$ cat config.mk
export PLATFORM = sky130hd
export DESIGN_NAME = tick_debouncer_flat
export DESIGN_NICKNAME = d
export VERILOG_FILES = /design/src/rtl/tick_debouncer_if.sv /design/src/rtl/tick_debouncer.sv /design/src/flat_wrapper.sv
export SDC_FILE = /design/constraint.sdc
export NUM_CORES = 1
export LEC_CHECK = 0
export BUFFER_PORTS_ARGS = -buffer_cell sky130_fd_sc_hd__buf_2
export CAP_MARGIN = 25
export CORE_MARGIN = 3
export CORE_UTILIZATION = 45
export CTS_BUF_LIST = sky130_fd_sc_hd__clkbuf_2 sky130_fd_sc_hd__clkbuf_4 sky130_fd_sc_hd__clkbuf_8
export CTS_CLUSTER_SIZE = 20
export DETAILED_ROUTE_END_ITERATION = 6
export HOLD_SLACK_MARGIN = 0.1
export PLACE_DENSITY = 0.67
export REMOVE_ABC_BUFFERS = 1
export SYNTH_ARGS = -nofsm -noshare
export SYNTH_HDL_FRONTEND = slang
export SYNTH_SLANG_ARGS = --single-unit
export TNS_END_PERCENT = 1
$ cat constraint.sdc
create_clock -name clk_i -period 4.2 [get_ports clk_i]
set_input_delay 0.42 -clock clk_i [delete_from_list [all_inputs] [get_ports clk_i]]
set_output_delay 0.42 -clock clk_i [all_outputs]
set_load 0.01 [all_outputs]
$ cat src/rtl/tick_debouncer_if.sv
// Button debouncer signal bundle: tick/raw input from the driver side, clean level and
// event pulses back from the debouncer.
interface tick_debouncer_if;
  logic tick;
  logic btn_raw;
  logic btn_level;
  logic press_pulse;
  logic release_pulse;
  logic long_press_pulse;

  modport master (
    output tick,
    output btn_raw,
    input  btn_level,
    input  press_pulse,
    input  release_pulse,
    input  long_press_pulse
  );

  modport slave (
    input  tick,
    input  btn_raw,
    output btn_level,
    output press_pulse,
    output release_pulse,
    output long_press_pulse
  );
endinterface

$ cat src/rtl/tick_debouncer.sv
// Tick-sampled push-button debouncer with 2-FF synchronizer, registered clean level and
// one-cycle press, release and long-press pulses.
module tick_debouncer #(
  parameter int unsigned STABLE_TICKS     = 4,
  parameter int unsigned LONG_PRESS_TICKS = 100,
  parameter bit          ACTIVE_LOW       = 1'b1
) (
  input logic             clk_i,
  input logic             rst_i,
  tick_debouncer_if.slave btn_if
);

  localparam int unsigned CntW  = $clog2(STABLE_TICKS + 1);
  localparam int unsigned HoldW = $clog2(LONG_PRESS_TICKS + 1);

  localparam logic [CntW-1:0]  CntOne   = CntW'(1);
  localparam logic [CntW-1:0]  CntLast  = CntW'(STABLE_TICKS - 1);
  localparam logic [HoldW-1:0] HoldLast = HoldW'(LONG_PRESS_TICKS - 1);
  localparam logic [HoldW-1:0] HoldMax  = HoldW'(LONG_PRESS_TICKS);

  typedef enum logic [1:0] {
    StIdle,
    StPressWait,
    StPressed,
    StReleaseWait
  } state_e;

  state_e           state_q, state_d;
  logic [CntW-1:0]  cnt_q, cnt_d;
  logic [HoldW-1:0] hold_q, hold_d;
  logic             sync1_q, sync2_q;
  logic             level_q, level_d;
  logic             press_q, press_d;
  logic             release_q, release_d;
  logic             long_q, long_d;
  logic             pressed;

  // Synchronizer resets to the released pin level so reset never looks like a press.
  always_ff @(posedge clk_i) begin
    if (rst_i) begin
      sync1_q <= ACTIVE_LOW;
      sync2_q <= ACTIVE_LOW;
    end else begin
      sync1_q <= btn_if.btn_raw;
      sync2_q <= sync1_q;
    end
  end

  assign pressed = sync2_q ^ ACTIVE_LOW;

  always_comb begin
    state_d   = state_q;
    cnt_d     = cnt_q;
    hold_d    = hold_q;
    press_d   = 1'b0;
    release_d = 1'b0;
    long_d    = 1'b0;
    if (btn_if.tick) begin
      unique case (state_q)
        StIdle: begin
          if (pressed) begin
            state_d = StPressWait;
            cnt_d   = CntOne;
          end
        end
        StPressWait: begin
          if (!pressed) begin
            state_d = StIdle;
            cnt_d   = '0;
          end else if (cnt_q == CntLast) begin
            state_d = StPressed;
            cnt_d   = '0;
            hold_d  = '0;
            press_d = 1'b1;
          end else begin
            cnt_d = cnt_q + CntOne;
          end
        end
        StPressed: begin
          if (pressed) begin
            // Saturating hold makes the long-press event fire at most once per press.
            if (hold_q != HoldMax) hold_d = hold_q + HoldW'(1);
            if (hold_q == HoldLast) long_d = 1'b1;
          end else begin
            state_d = StReleaseWait;
            cnt_d   = CntOne;
          end
        end
        StReleaseWait: begin
          if (pressed) begin
            state_d = StPressed;
            cnt_d   = '0;
          end else if (cnt_q == CntLast) begin
            state_d   = StIdle;
            cnt_d     = '0;
            release_d = 1'b1;
          end else begin
            cnt_d = cnt_q + CntOne;
          end
        end
        default: state_d = StIdle;
      endcase
    end
    level_d = (state_d == StPressed) || (state_d == StReleaseWait);
  end

  always_ff @(posedge clk_i) begin
    if (rst_i) begin
      state_q   <= StIdle;
      cnt_q     <= '0;
      hold_q    <= '0;
      level_q   <= 1'b0;
      press_q   <= 1'b0;
      release_q <= 1'b0;
      long_q    <= 1'b0;
    end else begin
      state_q   <= state_d;
      cnt_q     <= cnt_d;
      hold_q    <= hold_d;
      level_q   <= level_d;
      press_q   <= press_d;
      release_q <= release_d;
      long_q    <= long_d;
    end
  end

  assign btn_if.btn_level        = level_q;
  assign btn_if.press_pulse      = press_q;
  assign btn_if.release_pulse    = release_q;
  assign btn_if.long_press_pulse = long_q;

endmodule
$ cat src/flat_wrapper.sv
// flat-port wrapper written by rule: the top's interface ports become plain ports
module tick_debouncer_flat 
#(
  parameter int unsigned STABLE_TICKS     = 4,
  parameter int unsigned LONG_PRESS_TICKS = 100,
  parameter bit          ACTIVE_LOW       = 1'b1
)
  (clk_i, rst_i, btn_if_tick, btn_if_btn_raw, btn_if_btn_level, btn_if_press_pulse, btn_if_release_pulse, btn_if_long_press_pulse);
  tick_debouncer_if btn_if_i ();
  input logic clk_i;
  input logic rst_i;
  input wire logic [$bits(btn_if_i.tick)-1:0] btn_if_tick;
  input wire logic [$bits(btn_if_i.btn_raw)-1:0] btn_if_btn_raw;
  output wire logic [$bits(btn_if_i.btn_level)-1:0] btn_if_btn_level;
  output wire logic [$bits(btn_if_i.press_pulse)-1:0] btn_if_press_pulse;
  output wire logic [$bits(btn_if_i.release_pulse)-1:0] btn_if_release_pulse;
  output wire logic [$bits(btn_if_i.long_press_pulse)-1:0] btn_if_long_press_pulse;
  assign btn_if_i.tick = btn_if_tick;
  assign btn_if_i.btn_raw = btn_if_btn_raw;
  assign btn_if_btn_level = btn_if_i.btn_level;
  assign btn_if_press_pulse = btn_if_i.press_pulse;
  assign btn_if_release_pulse = btn_if_i.release_pulse;
  assign btn_if_long_press_pulse = btn_if_i.long_press_pulse;
  tick_debouncer #(.STABLE_TICKS(STABLE_TICKS), .LONG_PRESS_TICKS(LONG_PRESS_TICKS), .ACTIVE_LOW(ACTIVE_LOW)) u_core (.clk_i(clk_i), .rst_i(rst_i), .btn_if(btn_if_i));
endmodule
; ---- Word level (Yosys, flattened, before mapping)
; Index checks and enable logic that the tools add are counted.
; W data, S select, Z words.
[word_totals]
register_bits = 18
latchBits = 0
mem_bits_rw = 0
romBits = 0
in_bits = 4
out_inout_bits = 4
elab_cells = 59
memories = 0
[classes]
add_sub_neg = 2
multipliers = 0
n_div = 0
magnitude_cmp = 0
n_eq_ne = 14
n_shift = 0
muxes = 21
n_bitwise = 5
reduce_logical = 8
[op_table]
columns = operator, count
row1 = $mux W7, 4
row2 = $mux W3, 5
row3 = $mux W2, 7
row4 = $pmux W7 S2, 1
row5 = $pmux W3 S4, 1
row6 = $reduce_or A4 Y1, 3
row7 = $eq A2 B2 Y1 const B, 4
row8 = $pmux W2 S4, 1
row9 = $add A7 B1 Y7 const B, 1
row10 = $eq A7 B7 Y1 const B, 1
row11 = $ne A7 B7 Y1 const B, 1
row12 = $ne A2 B1 Y1 const B, 3
row13 = $ne A2 B2 Y1 const B, 3
row14 = $reduce_and A6 Y1, 1
row15 = $not A1 Y1, 5
row16 = $add A3 B1 Y3 const B, 1
row17 = $eq A3 B2 Y1 const B, 1
row18 = $reduce_and A3 Y1, 1
row19 = $eq A2 B1 Y1 const B, 1
row20 = $logic_not A2 Y1, 1
row21 = $mux W1, 2
row22 = $reduce_bool A2 Y1, 1
row23 = $logic_or A1 B1 Y1, 1

; ---- Longest topological paths before layout
[logic_depth]
depth_word = 7
depth_mapped = 7
depth_no_buf = 6

; ---- Worst setup path after synthesis
; No wires, ideal clock.
[synth_path]
kind = register to register
startpoint = register u_core.state_q[0]
endpoint = register u_core.hold_q[4]
setup_ps = 70
arrival_time_ps = 1717
t_required_ps = 4130
path_slack_ps = 2413
path_stages_with_launch = 7
path_buffers = 0
synth_period_minus_slack_ps = 1787
cell_sequence = dfxtp_1 -> inv_1 -> ha_1 -> and4_4 -> a22o_2 -> or4_1 -> a21boi_1
[synth_between]
elab_chain_cells = 3
word_cells_on_any_way = 9
cone_classes = eq/ne: 6 / mux: 1 / reduce/logical: 2
[synth_lines]
columns = element, line
row1 = from (decl), tick_debouncer.sv:28  ; state_e state_q, state_d;
row2 = from (signal assigned), tick_debouncer.sv:109  ; state_q <= StIdle;
row3 = from (signal assigned), tick_debouncer.sv:117  ; state_q <= state_d;
row4 = $eq A2 B2 Y1 / $eq A2 B1 Y1 (equally long branches), tick_debouncer.sv:59  ; unique case (state_q)
row5 = "$ne A2 B2 Y1 (no line), or another cell as far along", --
row6 = $reduce_and A6 Y1 (no line), --
row7 = to (signal assigned), tick_debouncer.sv:119  ; hold_q <= hold_d;
row8 = to (decl), tick_debouncer.sv:30  ; logic [HoldW-1:0] hold_q, hold_d;
; Parallel ways exist; a longest one is shown, timed or not.
; A chain may end at the register's enable or synchronous reset.

; ---- Final worst setup path
[layout_path]
startpoint = register u_core.state_q[1]
endpoint = register u_core.hold_q[3]
; The elaborated chain is that of the path after synthesis.

==> run metrics <==
Period Utilization, post-route=0.503; Final #Nets=130; delay-heaviest family, CP=compound AO/OA/AOI/OAI gates; Startpoint Class=register; DIE HEIGHT=52.9 um; ys async rst share=0; PwrDens=322 mW/mm^2; slowest stage cell, crit path=a311oi_2; commonest cells after routing, fill and taps aside=dfxtp_1, nand2_1, nand2b_1; Final GP Congestion=0.851; status=finished, final reports clean; pin count of the biggest net entering global routing=13; Switching Share=0.272; WP data required=4.39 ns; worst-margin pin slew=0.686 ns; Fin Clk Skew=0.00885 ns; setup_tns=0 ns; Rows=16; Post-Syn Area=988 um^2; type of the worst setup path=register to register; wire length per cell=12.5 um; Die Span X=52.9 um; Distinct cells, synth=37; crit path max fanout=11; crit-path max cell delay=0.62 ns; Total GRT Usage=0.152; unrepaired setup endpoints after global routing=no; Post-synth EDFFs=0; Port Buf Inserts=7; Finished Core Util=0.533; CTS Buffer Depth=2; peak supply drop=214 uV; # IOs=8; setup repair bufs after CTS=0; Max Cap Viol=0; Clock Tree Root=clkbuf_4; H-tree Lvls=1; clock sinks=18; Mapped Avg Cell Area=8.99 um^2; clock slew at reported path FFs=0.11 ns; Worst Hold Depth=2; most common cell after layout, fill and taps aside=dfxtp_1; Filler Cells Inserted=198; final antenna-violating net count=0; DR DRC count=0; Post-DP HPWL=1.34 mm; Slew Limit Fails=0; core footprint=0.00202 mm^2; Worst Hold Class=primary input to register; total global routing overflow=0; WP buf/inv=1; drt total wl=1.81 mm; Sw Pwr=94.2 uW; cts repair resizes=0; vias in the first global route=719; sequential area share after synthesis=0.365; CP arrival=2.30 ns; Critical Path End Type=register; Final Hold Viols=0; die area=0.00279 mm^2; routed vias/inst=5.48; CP Depth=6; ys flop type=dfxtp_1; Num CTS Buffers=3; worst-case reg-to-reg path depth=6; Slew HR=0.543; initial antenna violation count=0; detailed-route via count=794; Final min period=2.11 ns; TritonCTS clock tree=done; setup violators final=0; Mapped Cells=110; Int Pwr=252 uW; power share of the combinational group=0.159; crit-path cells=inv_1 > ha_1 > and4bb_1 > a311oi_2 > nand2_1 > o41ai_1; Starting Density=0.489; yosys warns=0; Leakage=0.000410 uW; FF+latch count, synth=18; clock latency on the worst-skew pair=0.30 ns; Post-CTS Hold Fix Bufs=0; Clk pwr share=0.314; initial DRC count=11; share of layout cells above drive strength 1=0.153; first-pass GRT wire length=3.05 mm; P&R area growth vs syn=8.99%; ant diodes=0; Pre-Repair DR Iteration Count=4; sequential power share=0.528; Max Clk Rate=473 MHz
==> power by group through the flow <==
stage / combinational [uW] / sequential (uW) / clock (uW)
6_report: 55.0 / 183 / 109
5_1_grt: 63.8 / 184 / 120
4_1_cts: 55.5 / 183 / 113
3_5_place_dp: 55.0 / 187 / 0
3_3_place_gp: 54.1 / 187 / 0
2_1_floorplan: 42.0 / 186 / 0
==> cell usage after synthesis (2+ instances only) <==
library cell   n  area (um^2)
nor2_1         6         22.5
a21oi_1        3         15.0
nand3_1        2         10.0
mux2i_1        6         60.1
nand2b_1       8         50.1
nand2_1       11         41.3
nor3b_1        3         22.5
or2_2          2         12.5
nor4_1         2         12.5
nand4_1        3         18.8
inv_1          7         26.3
ha_1           7         87.6
a211oi_1       2         15.0
o32ai_1        2         17.5
a21boi_1       2         15.0
nor3_1         4         20.0
dfxtp_1       18          360
nor2b_1        2         12.5
o21ai_0        2         10.0
==> final timing paths <==
check                          from                to  slack [ns]
hold / removal       btn_if_btn_raw    u_core.sync1_q        0.30
hold reg to reg      u_core.sync1_q    u_core.sync2_q        0.43
setup reg to reg  u_core.state_q[1]  u_core.hold_q[3]        2.09
setup / recovery  u_core.state_q[1]  u_core.hold_q[3]        2.09
==> per-layer routing <==
layer,global-route usage,share of wire,up-vias
li1,-,-,413
met1,0.187,0.47,369
met2,0.240,0.48,7
met3,0.0592,0.037,5
met4,0.0511,0.012,0
met5,0,0,-
==> cells by family after synthesis <==
logic type               share of synthesized area
adder cells (fa/ha/maj)                     0.0886
AO/OA/AOI/OAI                                0.149
flip-flops                                   0.365
AND/OR/NAND/NOR                              0.294
multiplexers                                0.0608
buffers and inverters                       0.0430
==> stage by stage <==
step	hold slack [ns]	power, uW	setup slack (ns)	area, um^2	std cells
finish	0.301	347	2.09	1080	145
global placement	0.393	241	2.23	1040	141
CTS	0.296	351	2.05	1080	145
global route	0.283	367	1.79	1080	145
floorplan	0.389	228	2.37	972	107
detailed placement	0.407	242	2.10	1040	141
==> cell type report <==
cell class                      count  area [um^2]  share of cell area
Timing Repair Buffer                7         35.0              0.0325
Clock buffer                        4         36.3              0.0337
Sequential cell                    18          360               0.334
Inverter                            7         26.3              0.0244
Multi-Input combinational cell     82          586               0.544
Tap cell                           27         33.8              0.0314
==> registers in the layout, summed over array words and instances, names as in the netlist <==
register / count
u_core.btn_if.btn_level: 1
u_core.btn_if.long_press_pulse: 1
u_core.btn_if.press_pulse: 1
u_core.btn_if.release_pulse: 1
u_core.cnt_q: 3
u_core.hold_q: 7
u_core.state_q: 2
u_core.sync1_q: 1
u_core.sync2_q: 1
Note: power is estimated with default switching activity, not from simulation.
